**src/rtl/instr_cache_refill.sv**
```systemverilog
// Instruction-cache line refill engine: on a permitted miss it latches the line base,
// issues one burst read and streams the returned beats into the cache data array.
module instr_cache_refill #(
  parameter int ADDR_WIDTH  = 32,
  parameter int WORD_WIDTH  = 32,
  parameter int BLOCK_WORDS = 4
) (
  input  logic                           clk_i,
  input  logic                           reset_i,
  input  logic                           instr_hit_f_i,
  input  logic                           ic_repl_permit_i,
  input  logic [ADDR_WIDTH-1:0]          pc_f_i,
  output logic                           mem_req_o,
  output logic [ADDR_WIDTH-1:0]          mem_addr_o,
  input  logic                           mem_ack_i,
  input  logic                           mem_rvalid_i,
  input  logic [WORD_WIDTH-1:0]          mem_rdata_i,
  output logic                           fill_we_o,
  output logic [ADDR_WIDTH-1:0]          fill_addr_o,
  output logic [$clog2(BLOCK_WORDS)-1:0] fill_word_idx_o,
  output logic [WORD_WIDTH-1:0]          fill_data_o,
  output logic                           fill_done_o,
  output logic                           refill_busy_o
);

  localparam int IDX_W = $clog2(BLOCK_WORDS);
  localparam int OFFS  = IDX_W + 2;
  localparam logic [IDX_W-1:0] LAST_IDX = IDX_W'(BLOCK_WORDS - 1);

  typedef enum logic [1:0] {
    IDLE = 2'd0,
    REQ  = 2'd1,
    FILL = 2'd2,
    DONE = 2'd3
  } state_t;

  state_t state;
  state_t next_state;

  logic [IDX_W-1:0]      beat_cnt;
  logic [ADDR_WIDTH-1:0] line_addr;
  logic [ADDR_WIDTH-1:0] line_base;
  logic                  start;
  logic                  beat;
  logic                  last_beat;
  logic [OFFS-1:0]       pc_low_unused;

  // Byte and word offset bits of the PC never reach the line base.
  assign pc_low_unused = pc_f_i[OFFS-1:0];
  assign line_base     = {pc_f_i[ADDR_WIDTH-1:OFFS], {OFFS{1'b0}}};

  assign start     = (state == IDLE) && !instr_hit_f_i && ic_repl_permit_i;
  assign beat      = (state == FILL) && mem_rvalid_i;
  assign last_beat = beat && (beat_cnt == LAST_IDX);

  always_ff @(posedge clk_i or posedge reset_i) begin
    if (reset_i) begin
      state <= IDLE;
    end else begin
      state <= next_state;
    end
  end

  always_ff @(posedge clk_i or posedge reset_i) begin
    if (reset_i) begin
      line_addr <= '0;
      beat_cnt  <= '0;
    end else begin
      if (start) begin
        line_addr <= line_base;
      end
      if ((state == REQ) && mem_ack_i) begin
        beat_cnt <= '0;
      end else if (beat) begin
        beat_cnt <= beat_cnt + IDX_W'(1);
      end
    end
  end

  always_comb begin
    next_state = state;
    case (state)
      IDLE:    if (start)     next_state = REQ;
      REQ:     if (mem_ack_i) next_state = FILL;
      FILL:    if (last_beat) next_state = DONE;
      DONE:    next_state = IDLE;
      default: next_state = IDLE;
    endcase
  end

  assign mem_req_o       = (state == REQ);
  assign mem_addr_o      = (state == REQ) ? line_addr : '0;
  assign fill_we_o       = beat;
  assign fill_addr_o     = line_addr;
  assign fill_word_idx_o = beat_cnt;
  assign fill_data_o     = mem_rdata_i;
  assign fill_done_o     = (state == DONE);
  assign refill_busy_o   = (state != IDLE);

endmodule

```
**config.mk**
```make
export PLATFORM = sky130hd
export DESIGN_NAME = instr_cache_refill
export DESIGN_NICKNAME = d
export VERILOG_FILES = /design/src/rtl/instr_cache_refill.sv
export SDC_FILE = /design/constraint.sdc
export NUM_CORES = 1
export LEC_CHECK = 0
export BUFFER_PORTS_ARGS = -buffer_cell sky130_fd_sc_hd__buf_4
export CAP_MARGIN = 5
export CORE_ASPECT_RATIO = 1.2
export CORE_MARGIN = 5
export CORE_UTILIZATION = 25
export DETAILED_ROUTE_END_ITERATION = 10
export GPL_TIMING_DRIVEN = 0
export PLACE_DENSITY_LB_ADDON = 0.1
export SLEW_MARGIN = 20
export SYNTH_ARGS = -nofsm -noshare
export SYNTH_HDL_FRONTEND = slang
export SYNTH_SLANG_ARGS = --single-unit
```
**constraint.sdc**
```tcl
create_clock -name clk_i -period 4.4 [get_ports clk_i]
set_input_delay 0.66 -clock clk_i [delete_from_list [all_inputs] [get_ports clk_i]]
set_output_delay 0.66 -clock clk_i [all_outputs]
set_load 0.05 [all_outputs]
```
==> impl_metrics.env, run 1 <==
export IMPL_status="finished, final reports clean"
export IMPL_core_sq_um=7360
export IMPL_nets=372
export IMPL_synth_cell_type_count=19
export IMPL_worstPathMaxFanout=10
export IMPL_first_iter_violations=23
export IMPL_start_kind="flop"
export IMPL_cp_end_kind="primary output"
export IMPL_cts_resized=0
export IMPL_cts_tree="yes"
export IMPL_post_route_util=0.420
export IMPL_grt_pass1_vias=1556
export IMPL_power_frac_clock=0.089
export IMPL_drtPass1Iterations=4
export IMPL_grt_pass1_wl_microns=7700
export IMPL_die_y_microns=106
export IMPL_synth_warnings=0
export IMPL_fin_skew_ns=0.00487
export IMPL_die_area_sq_um=9470
export IMPL_place_area_sq_um=3000
export IMPL_max_slew_margin=0.529
export IMPL_row_count=34
export IMPL_dp_cells=380
export IMPL_cts_hold_buffers=0
export IMPL_crit_type="reg2out"
export IMPL_drc=0
export IMPL_finalWirelength_microns=5330
export IMPL_ys_ff_latch=32
export IMPL_final_hold_viol_count=0
export IMPL_fin_crit_sh=0.547
export IMPL_die_w_microns=89.7
export IMPL_avgRoutedWirePerCell_microns=13.7
export IMPL_p_switching_w=0.00140
export IMPL_postCtsSetupRepairBufs=0
export IMPL_via_count=1527
export IMPL_syn_inst=156
export IMPL_start_util=0.259
export IMPL_cts_buffer_depth=2
export IMPL_clock_sinks=32
export IMPL_seqPwrFrac=0.218
export IMPL_clk_pin_slew_worst_paths_ns=0.06
export IMPL_clock_root_buffer="clkbuf_8"
export IMPL_grt_usage=0.105
export IMPL_grt_max_degree=33
export IMPL_finalInstanceArea_sq_um=3090
export IMPL_place_hpwl_microns=4310
export IMPL_yosysTopAreaCell="dfrtp_1"
export IMPL_ys_seq_area_frac=0.420
export IMPL_p_int_w=0.00120
export IMPL_grt_remaining_overflow=0
export IMPL_cp_required_ns=3.74
export IMPL_vdd_drop_max_mv=0.334
export IMPL_setup_viol=0
export IMPL_diodes=0
export IMPL_crit_arrival_ns=1.75
export IMPL_finalMaxSlewViolations=0
export IMPL_yosys_top_cells_area="dfrtp_1 42%, buf_4 16%, mux2_4 16%"
export IMPL_antenna_found_initial=0
export IMPL_p_leak_nw=1.72
export IMPL_syn_area_per_cell_sq_um=12.2
export IMPL_portBuffers=127
export IMPL_avgViaCountPerCell=3.94
export IMPL_period_needed_ns=2.41
export IMPL_setup_tns_ns=0
export IMPL_rsz0062_at_grt="no"
export IMPL_netSwitchingFraction=0.539
export IMPL_power_density_nw_per_um2=841
export IMPL_htreeDepth=2
export IMPL_p_comb_frac=0.694
export IMPL_place_gp_congestion=0.626
export IMPL_nFillCells=713
export IMPL_layoutNonFillerInstCount=388
export IMPL_numCtsBuffers=5
export IMPL_worst_pin_slew_ns=0.706
export IMPL_drive_gt1_frac=0.705
export IMPL_synthesis_area_sq_um=1900
export IMPL_insertion_delay_ns=0.28
export IMPL_ant_nets=0
export IMPL_max_freq_mhz=416
export IMPL_synth_top_area_share=0.420
export IMPL_syn2layout_area_growth_pct=62.2
export IMPL_max_cap_violations=0
export IMPL_hold_path_class="in2async"
export IMPL_ios=172
-- cell usage in the layout, fill, tap and decap left out --
master    Yosys  routed
buf_4        40     167
dfrtp_1      32      32
and2_1       28      28
mux2_4       20      20
mux2_2        9       9
conb_1        1       8
clkbuf_8      0       6
ha_1          5       5
inv_1         5       4
clkbuf_1      3       3
buf_12        2       2
nand2_1       2       2
a21oi_1       2       2
clkinv_2      0       2
nand3b_2      1       1
buf_6         1       1
mux2i_1       1       1
nor2b_1       1       1
a221oi_2      1       1
xor2_1        1       1
o32a_1        1       1
inv_2         0       1
-- per-stage QoR --
step	hold WS [ns]	setup slack [ns]	total power, W
4_1_cts	0.522	1.92	0.00264
6_report	0.507	1.99	0.00260
5_1_grt	0.559	1.74	0.00273
3_3_place_gp	0.511	2.25	0.00239
2_1_floorplan	0.528	2.05	0.00187
3_5_place_dp	0.518	2.24	0.00239
-- critical path, stage by stage (launching register included) --
cell	delay (ns)
dfrtp_1	0.41
inv_1	0.09
ha_1	0.24
clkbuf_1	0.35
and2_1	0.19
buf_4	0.19
-- registers in the layout (all words and copies together) (netlist names) --
signal and flops:
fill_word_idx_o 2, state 2, fill_addr_o 28
-- logic make-up after synthesis --
kind of cell             Yosys count  share of synthesized area
AND/OR/NAND/NOR                   32                      0.105
XOR/XNOR                           1                    0.00460
adder cells (fa/ha/maj)            5                     0.0329
flip-flops                        32                      0.421
buffers and inverters             51                      0.200
AO/OA/AOI/OAI                      4                     0.0184
other                              1                    0.00197
multiplexers                      30                      0.216
-- worst paths after layout --
path                                 start              end  slack, ns  cells after the start
setup reg to reg                  state[0]         state[1]       2.72                      5
setup / recovery                  state[1]   mem_addr_o[31]       1.99                      5
hold reg to reg            fill_addr_o[16]  fill_addr_o[16]       0.53                      1
max in group asynchronous          reset_i  fill_addr_o[24]       3.44                      2
min in group clk_i         fill_addr_o[16]  fill_addr_o[16]       0.53                      1
hold / removal                     reset_i  fill_addr_o[19]       0.51                      2
-- layout make-up --
cell class / instances / area, sq um / area share
inverter: 5 / 18.8 / 0.00608
buffer: 46 / 363 / 0.117
sequential: 32 / 801 / 0.259
multi-input combinational: 80 / 748 / 0.242
tap: 90 / 113 / 0.0365
clock buffer: 6 / 82.6 / 0.0267
clock inverter: 2 / 10.0 / 0.00324
timing repair buffer: 127 / 953 / 0.309
-- power groups by stage --
stage / sequential (W) / clock [W] / combinational (W)
5_1_grt: 0.000596 / 0.000256 / 0.00188
3_3_place_gp: 0.000568 / 0 / 0.00182
2_1_floorplan: 0.00103 / 0 / 0.000835
4_1_cts: 0.000571 / 0.000244 / 0.00182
3_5_place_dp: 0.000570 / 0 / 0.00182
6_report: 0.000565 / 0.000231 / 0.00180
-- routing by layer --
layer	share of wire	wire length, microns	vias up	GRT usage
met5	0	0	-	0
met4	0.0060	32	0	0.0319
met3	0.14	771	2	0.0359
met2	0.51	2700	98	0.185
met1	0.34	1820	694	0.115
li1	-	-	733	-
-- cells in the mapped netlist, drive strengths merged --
master,instances
a21oi,2
o32a,1
nand2,2
mux2i,1
nor2b,1
buf,43
a221oi,1
ha,5
mux2,29
dfrtp,32
clkbuf,3
nand3b,1
xor2,1
conb,1
inv,5
and2,28
Note: power is estimated with default switching activity, not from simulation.
==> inputs of run 2 (changes only) <==
==> constraint.sdc (replaced) <==
create_clock -name clk_i -period 2.2 [get_ports clk_i]
set_input_delay 0.33 -clock clk_i [delete_from_list [all_inputs] [get_ports clk_i]]
set_output_delay 0.33 -clock clk_i [all_outputs]
set_load 0.05 [all_outputs]
==> run 2 against run 1 <==
  * First-iteration DRC count is the same
  * Sequential power rose by 100%
  * Clock power up 100%
  * Setup slack worse by 1.7 ns
  * Cell area grew 0.12%
  * Non-clock buffer count unchanged
  * Hold slack got worse by 0.33 ns
  * Critical endpoint unchanged
==> impl_metrics.env, run 2 (synthesis results as in run 1) <==
export IMPL_status="finished, final reports clean"
export IMPL_vdd_drop_max_mv=0.669
export IMPL_dpl_worst_slack_ns=0.370
export IMPL_place_hpwl_microns=4310
export IMPL_start_kind="flop"
export IMPL_holdWs_ns=0.177
export IMPL_grt_usage=0.105
export IMPL_place_gp_congestion=0.626
export IMPL_core_sq_um=7360
export IMPL_clk_pin_slew_worst_paths_ns=0.06
export IMPL_p_switching_w=0.00280
export IMPL_row_count=34
export IMPL_crit_type="reg2out"
export IMPL_fin_skew_ns=0.00480
export IMPL_place_area_sq_um=3000
export IMPL_ant_nets=0
export IMPL_first_iter_violations=23
export IMPL_p_int_w=0.00240
export IMPL_finalMaxSlewViolations=0
export IMPL_drc=0
export IMPL_path_cells="inv_1, ha_1, clkbuf_2, and2_1, buf_4"
export IMPL_grt_remaining_overflow=0
export IMPL_portBuffers=127
export IMPL_drive_gt1_frac=0.715
export IMPL_nets=372
export IMPL_die_y_microns=106
export IMPL_postCtsSetupRepairBufs=0
export IMPL_slowest_stage="dfrtp_1"
export IMPL_max_slew_margin=0.528
export IMPL_final_hold_viol_count=0
export IMPL_max_freq_mhz=514
export IMPL_ios=172
export IMPL_rsz0062_at_grt="no"
export IMPL_total_power_w=0.00520
export IMPL_numCtsBuffers=5
export IMPL_max_stage_delay_ns=0.41
export IMPL_crit_arrival_ns=1.61
export IMPL_cp_end_kind="primary output"
export IMPL_largest_reg_flops=28
export IMPL_layout_commonest_cell="buf_4"
export IMPL_seqPwrFrac=0.217
export IMPL_clock_root_buffer="clkbuf_8"
export IMPL_cts_hold_buffers=0
export IMPL_worstPathMaxFanout=10
export IMPL_drtPass1Iterations=4
export IMPL_finalInstanceArea_sq_um=3090
export IMPL_cts_tree="yes"
export IMPL_htreeDepth=2
export IMPL_insertion_delay_ns=0.28
export IMPL_worst_pin_slew_ns=0.707
export IMPL_grt_pass1_wl_microns=7700
export IMPL_die_area_sq_um=9470
export IMPL_setup_tns_ns=0
export IMPL_power_density_nw_per_um2=1680
export IMPL_finalWirelength_microns=5330
export IMPL_grt_pass1_vias=1556
export IMPL_period_needed_ns=1.94
export IMPL_fin_crit_sh=0.884
export IMPL_avgRoutedWirePerCell_microns=13.7
export IMPL_diodes=0
export IMPL_max_cap_violations=0
export IMPL_cts_buffer_depth=2
export IMPL_clock_sinks=32
export IMPL_netSwitchingFraction=0.538
export IMPL_final_cell_mix="167 x buf_4, 32 x dfrtp_1, 28 x and2_1"
export IMPL_syn2layout_area_growth_pct=62.4
export IMPL_start_util=0.259
export IMPL_timing_final_ws_setup_ns=0.256
export IMPL_setup_viol=0
export IMPL_die_w_microns=89.7
export IMPL_avgViaCountPerCell=3.94
export IMPL_hold_path_class="in2async"
export IMPL_power_frac_clock=0.089
export IMPL_grt_max_degree=33
export IMPL_nFillCells=713
export IMPL_antenna_found_initial=0
export IMPL_p_leak_nw=1.73
export IMPL_cp_required_ns=1.87
export IMPL_via_count=1527
export IMPL_p_comb_frac=0.694
## run 2: final cells by class
type	count	area [sq um]	share of cell area
Sequential cell	32	801	0.259
Inverter	5	18.8	0.00607
Multi-Input combinational cell	80	748	0.242
Clock inverter	2	10.0	0.00324
Clock buffer	6	82.6	0.0267
Timing Repair Buffer	127	953	0.308
Buffer	46	367	0.119
Tap cell	90	113	0.0364
## run 2: metal layers
metal	up-vias	track usage	share of wire
met3	2	0.0359	0.14
met2	98	0.185	0.51
li1	733	-	-
met4	0	0.0319	0.0060
met5	-	0	0
met1	694	0.115	0.34
## run 2: path summary, 6_finish.rpt
kind                                      end       startpoint  cells after the start  slack (ns)
setup reg to reg                     state[1]         state[0]                      5        0.52
hold reg to reg               fill_addr_o[16]  fill_addr_o[16]                      1        0.53
min in group clk_i         fill_word_idx_o[1]        mem_ack_i                      2        0.24
setup / recovery               mem_addr_o[31]         state[1]                      5        0.26
max in group asynchronous     fill_addr_o[24]          reset_i                      2        1.57
hold / removal                fill_addr_o[19]          reset_i                      2        0.18
## run 2: critical path: cells and delay by family, from the launching register on
family,cells,cell delay [ns]
AND/OR/NAND/NOR,1,0.16
adder cells (fa/ha/maj),1,0.24
flip-flops,1,0.41
buffers and inverters,3,0.53
## run 2: power by group through the flow
stage | Clock (W) | Sequential [W] | Combinational, W
4_1_cts | 0.000489 | 0.00114 | 0.00365
2_1_floorplan | 0 | 0.00206 | 0.00167
6_report | 0.000462 | 0.00113 | 0.00361
3_3_place_gp | 0 | 0.00114 | 0.00364
5_1_grt | 0.000511 | 0.00119 | 0.00377
3_5_place_dp | 0 | 0.00114 | 0.00364
## run 2: stage by stage
step,instances,utilization
finish,388,0.420
global route,388,0.420
CTS,388,0.420
detailed placement,380,0.407
global placement,380,0.407
floorplan,163,-
## run 2: what timing repair did
action	in CTS	in global routing
endpoints found under the setup margin	0	28
hold endpoints to repair	0	0
gates resized for setup	0	6
